<file path="src/rtl/lpffir_out_buf.sv">
// Output buffer for the linear-phase FIR core: decimate, FWFT FIFO, stream.
// Build option LPFFIR_OUT_STATS_EN adds an 8-bit saturating drop counter.
module lpffir_out_buf #(
  parameter int DW    = 16,
  parameter int DEPTH = 8,
  parameter int DEC_W = 4
) (
  input  logic                       clk_i,
  input  logic                       rstn_i,
  input  logic                       clr_i,
  input  logic                       en_i,
  input  logic [DW-1:0]              y_i,
  input  logic [DEC_W-1:0]           dec_i,
  output logic                       m_valid_o,
  input  logic                       m_ready_i,
  output logic [DW-1:0]              m_data_o,
  output logic [$clog2(DEPTH):0]     level_o,
`ifdef LPFFIR_OUT_STATS_EN
  output logic [7:0]                 drop_cnt_o,
`endif
  output logic                       ovf_o
);

  localparam int AW = $clog2(DEPTH);
  localparam int LW = AW + 1;

  logic [DW-1:0]    mem_q [DEPTH];
  logic [AW-1:0]    wr_ptr_q, wr_ptr_d;
  logic [AW-1:0]    rd_ptr_q, rd_ptr_d;
  logic [AW-1:0]    rd_nxt;
  logic [LW-1:0]    level_q, level_d;
  logic [DEC_W-1:0] cnt_q, cnt_d;
  logic             ovf_q, ovf_d;
  logic             valid_q, valid_d;
  logic [DW-1:0]    data_q, data_d;
  logic             keep, pop, push, drop, full;

  assign full   = (level_q == LW'(DEPTH));
  assign keep   = en_i && (cnt_q == '0);
  assign pop    = valid_q && m_ready_i;
  assign push   = keep && (!full || pop);
  assign drop   = keep && full && !pop;
  assign rd_nxt = rd_ptr_q + AW'(1);

  always_comb begin
    wr_ptr_d = wr_ptr_q;
    rd_ptr_d = rd_ptr_q;
    level_d  = level_q + LW'(push) - LW'(pop);
    cnt_d    = cnt_q;
    ovf_d    = ovf_q || drop;
    data_d   = data_q;
    if (en_i) begin
      if (cnt_q == '0)
        cnt_d = (dec_i <= DEC_W'(1)) ? '0 : dec_i - DEC_W'(1);
      else
        cnt_d = cnt_q - DEC_W'(1);
    end
    if (push) wr_ptr_d = wr_ptr_q + AW'(1);
    if (pop)  rd_ptr_d = rd_nxt;
    // The head register always mirrors the entry at rd_ptr.
    if (pop) begin
      if (level_q >= LW'(2)) data_d = mem_q[rd_nxt];
      else if (push)         data_d = y_i;
    end else if (push && level_q == '0) begin
      data_d = y_i;
    end
    if (clr_i) begin
      wr_ptr_d = '0;
      rd_ptr_d = '0;
      level_d  = '0;
      cnt_d    = '0;
      ovf_d    = 1'b0;
      data_d   = data_q;
    end
    valid_d = (level_d != '0);
  end

  always_ff @(posedge clk_i or posedge rstn_i) begin
    if (rstn_i) begin
      wr_ptr_q <= '0;
      rd_ptr_q <= '0;
      level_q  <= '0;
      cnt_q    <= '0;
      ovf_q    <= 1'b0;
      valid_q  <= 1'b0;
      data_q   <= '0;
    end else begin
      wr_ptr_q <= wr_ptr_d;
      rd_ptr_q <= rd_ptr_d;
      level_q  <= level_d;
      cnt_q    <= cnt_d;
      ovf_q    <= ovf_d;
      valid_q  <= valid_d;
      data_q   <= data_d;
    end
  end

  // Storage needs no reset: occupancy alone decides what is readable.
  always_ff @(posedge clk_i) begin
    if (push && !clr_i) mem_q[wr_ptr_q] <= y_i;
  end

`ifdef LPFFIR_OUT_STATS_EN
  logic [7:0] drop_cnt_q, drop_cnt_d;

  always_comb begin
    drop_cnt_d = drop_cnt_q;
    if (drop && drop_cnt_q != 8'hFF) drop_cnt_d = drop_cnt_q + 8'd1;
    if (clr_i) drop_cnt_d = '0;
  end

  always_ff @(posedge clk_i or posedge rstn_i) begin
    if (rstn_i) drop_cnt_q <= '0;
    else        drop_cnt_q <= drop_cnt_d;
  end

  assign drop_cnt_o = drop_cnt_q;
`endif

  assign m_valid_o = valid_q;
  assign m_data_o  = data_q;
  assign level_o   = level_q;
  assign ovf_o     = ovf_q;

endmodule

</file>
<file path="config.mk">
export PLATFORM = sky130hd
export DESIGN_NAME = lpffir_out_buf
export DESIGN_NICKNAME = d
export VERILOG_FILES = /design/src/rtl/lpffir_out_buf.sv
export SDC_FILE = /design/constraint.sdc
export NUM_CORES = 1
export LEC_CHECK = 0
export CAP_MARGIN = 20
export CELL_PAD_IN_SITES_DETAIL_PLACEMENT = 0
export CELL_PAD_IN_SITES_GLOBAL_PLACEMENT = 1
export CORE_MARGIN = 1
export CORE_UTILIZATION = 50
export CTS_CLUSTER_SIZE = 40
export DETAILED_ROUTE_END_ITERATION = 6
export PLACE_DENSITY = 0.84
export REMOVE_ABC_BUFFERS = 1
export SYNTH_ARGS = -nofsm -noshare
export SYNTH_HDL_FRONTEND = slang
export SYNTH_SLANG_ARGS = --single-unit
</file>
<file path="constraint.sdc">
create_clock -name clk_i -period 5.5 [get_ports clk_i]
set_input_delay 1.1 -clock clk_i [delete_from_list [all_inputs] [get_ports clk_i]]
set_output_delay 1.1 -clock clk_i [all_outputs]
set_load 0.005 [all_outputs]
</file>
==> metrics.md <==
| Metric | Value |
|---|---|
| Ys Warns | 0 |
| Status | finished clean |
| Min cycle time layout | ~3.5 ns |
| Avg Synthesized Cell Area | between 15 and 20 sq um |
| CP max FO | 22 |
| Power density cells | approximately 440 mW/mm^2 |
| Synthesis-to-finish area growth | 19.5% |
| Antenna violations before repair | 0 |
| Layout cells sized above 1 | approximately 19% |
| Pwr Total | 3430 uW |
| Slew Limit Fails | 0 |
| Max cap viols | 0 |
| Top cells by area, synth | edfxtp_1, dfrtp_1, mux4_2 |
| Pre-antenna DRT Iters | 4 |
| Capturing point of the worst reg2reg path | mem_q[5][1] |
| ANT nets after route | 0 |
| Worst setup SP type | input port |
| Fmax | roughly 0.29 GHz |
| Setup Fix Bufs, Post-CTS | 0 |
| Routed length per instance | roughly 21 um |
| Met1 wire length | 5620 um |
| Hold path depth | 2 |
| Largest net degree at the start of global routing | 34 |
| Drt total wl | 12800 um |
| Yosys cell types | 43 |
| Fin Setup TNS | 0 ns |
| Max-slew headroom | a little under a third |
| Hold endpoint | rd_ptr_q[1] |
| Final hold vios | 0 |
| CTS Buffer Depth | 2 |
| GPL Wtd Cong | ~0.73 |
| Post-CTS sizing | 0 |
| H-tree Lvls | 4 |
| Unrepaired setup endpoints after global routing | false |
| Uppermost routed layer | met4 |
| Leakage | 0.00260 uW |
| Hold buffers post-CTS | 0 |
| Met3 WL post-DR | 638 um |
| Met2 WL | 6300 um |
| Top-count cell post-synth | edfxtp_1 |
| Die width | ~120 um |
| Residual DRC | 0 |
| Congestion Overflow GR | 0 |
| Top_reg_cell synth | edfxtp_1 |
| Crit. End Element | flop |
| Root Driver | clkbuf_16 |
| CTS Buf Count | 17 |
| Later-pin clock latency in the skew report | about 0.42 ns |
| CTS tree | yes |
| R2R cell count | 6 |
| Post-synth top cells | edfxtp_1, dfrtp_1, mux4_2, o22ai_1, nor2_1 |
| Yosys top cell by area | edfxtp_1 |
| Synth top area share | between 50% and 60% |
| Seq cells post-synth | between 150 and 200 |
| Layout Nets | between 400 and 500 |
| Worst EP arrival | about 3.5 ns |
| Clock Pin Slew Worst Setup and Hold Paths | 0.06 ns |
| Port Buffer Count | between 40 and 50 |
| First-pass GRT wire length | 19700 um |
| Final period util | between 60% and 70% |
| Cell Area, Synth | between 0.006 and 0.007 sq mm |
| FP Rows | around 40 |
| Hold path start | rd_ptr_q[1] |
| Least-Margin Pin Slew | roughly 1.0 ns |
| Tot GR Track Use | 21.3% |
| Ys async rst share | about a fifth |
| Maximum vdd drop | about 0.28 mV |
| Placement Setup Slack | approximately 1.6 ns |
| R2R Path Start | cnt_q[0] |
| Antenna diodes | 0 |
| Clock Skew | roughly 0.0094 ns |
| Hold Crit Class | reg -> reg |
| Die height | about 120 um |
| Die Area | around 0.013 sq mm |
| Final setup fails | 0 |
| Core area | approximately 0.013 sq mm |
| DP HPWL | 7400 um |
| Drt via density | between 5 and 6 |
| Vias in the first global route | about 3.6k |
| Final worst slack | between 2 and 2.5 ns |
| Worst EP required | 5.54 ns |
| Crit path kind | in -> reg |
| Num Clock Sinks | 160 |
| I/O pin total | 47 |
| Starting Density | between 50% and 60% |
| Post-synthesis cell count | 361 |
| Reg2Reg Setup Slack | between 2 and 3 ns |
| Vias | 3511 |
| Seq/Total Area, Yosys | between 70% and 80% |
| Post-synth EDFFs | around 130 |
| Initial DRC count | ~300 |
## area by class of cell
type                       count  area, sq um
timing repair buffer          53          513
clock inverter                11          154
sequential                   160         4650
tap                          172          215
multi-input combinational    172         1710
clock buffer                  20          437
inverter                      11         41.3
fill                         944         4910
## kinds of logic after synthesis
| group | share of synthesized area, % |
|---|---|
| AO/OA/AOI/OAI | 6.01 |
| XOR/XNOR | 0.950 |
| adder cells (fa/ha/maj) | 2.25 |
| buffers and inverters | 2.05 |
| flip-flops | 72.0 |
| multiplexers | 11.5 |
| AND/OR/NAND/NOR | 5.29 |
## metrics by stage
stage,cells,hold WS (ns),cell area [sq um],utilization [%]
after floorplan,343,0.490,6360,-
after global placement,568,0.514,7120,56.4
after detailed placement,568,0.528,7120,56.4
after CTS,599,0.537,7710,61.1
after global routing,599,0.571,7710,61.1
final,599,0.538,7710,61.1
## where the power goes
part | leakage, uW | total, uW | switching, uW | internal [uW]
Sequential | 0.00153 | 1470 | 63.4 | 1400
Clock | 0.000281 | 1180 | 460 | 716
Combinational | 0.000785 | 785 | 370 | 415
Total | 0.00260 | 3430 | 894 | 2530
## worst max-delay path, stage by stage
cell and delay, ns:
clkdlybuf4s50_1 0.81, a311oi_1 0.46, nand2_1 0.24, nor3b_4 0.89
## layout by cell type (no fill, tap or decap), types with 4 or more instances in the layout
cell type and instances:
xor2_1 4, nand2_1 7, clkbuf_16 17, a21oi_1 9, mux4_2 32, edfxtp_1 128
clkdlybuf4s50_1 46, nor2_1 30, buf_4 7, o22ai_1 32, dfrtp_1 31, ha_1 9
inv_1 11
## registers in the layout, indices dropped and copies added (netlist names)
register   count
rd_ptr_q       3
ovf_o          1
m_data_o      16
mem_q        128
m_valid_o      1
cnt_q          4
level_o        4
wr_ptr_q       3
## worst max-delay path by stage
stage / start / endpoint / cells past startpoint
2_1_floorplan: en_i / mem_q[0][0] / 4
3_5_place_dp: clr_i / mem_q[5][15] / 4
4_1_cts: clr_i / mem_q[5][1] / 4
3_3_place_gp: clr_i / mem_q[5][8] / 4
6_report: clr_i / mem_q[5][1] / 4
5_1_grt: clr_i / mem_q[5][1] / 4
## layer usage
metal,GRT usage (%),up-vias
li1,-,1551
met1,27.4,1827
met2,34.6,110
met3,5.23,23
met4,9.66,0
met5,0,-
No activity file was read; power rests on OpenSTA's default activity.
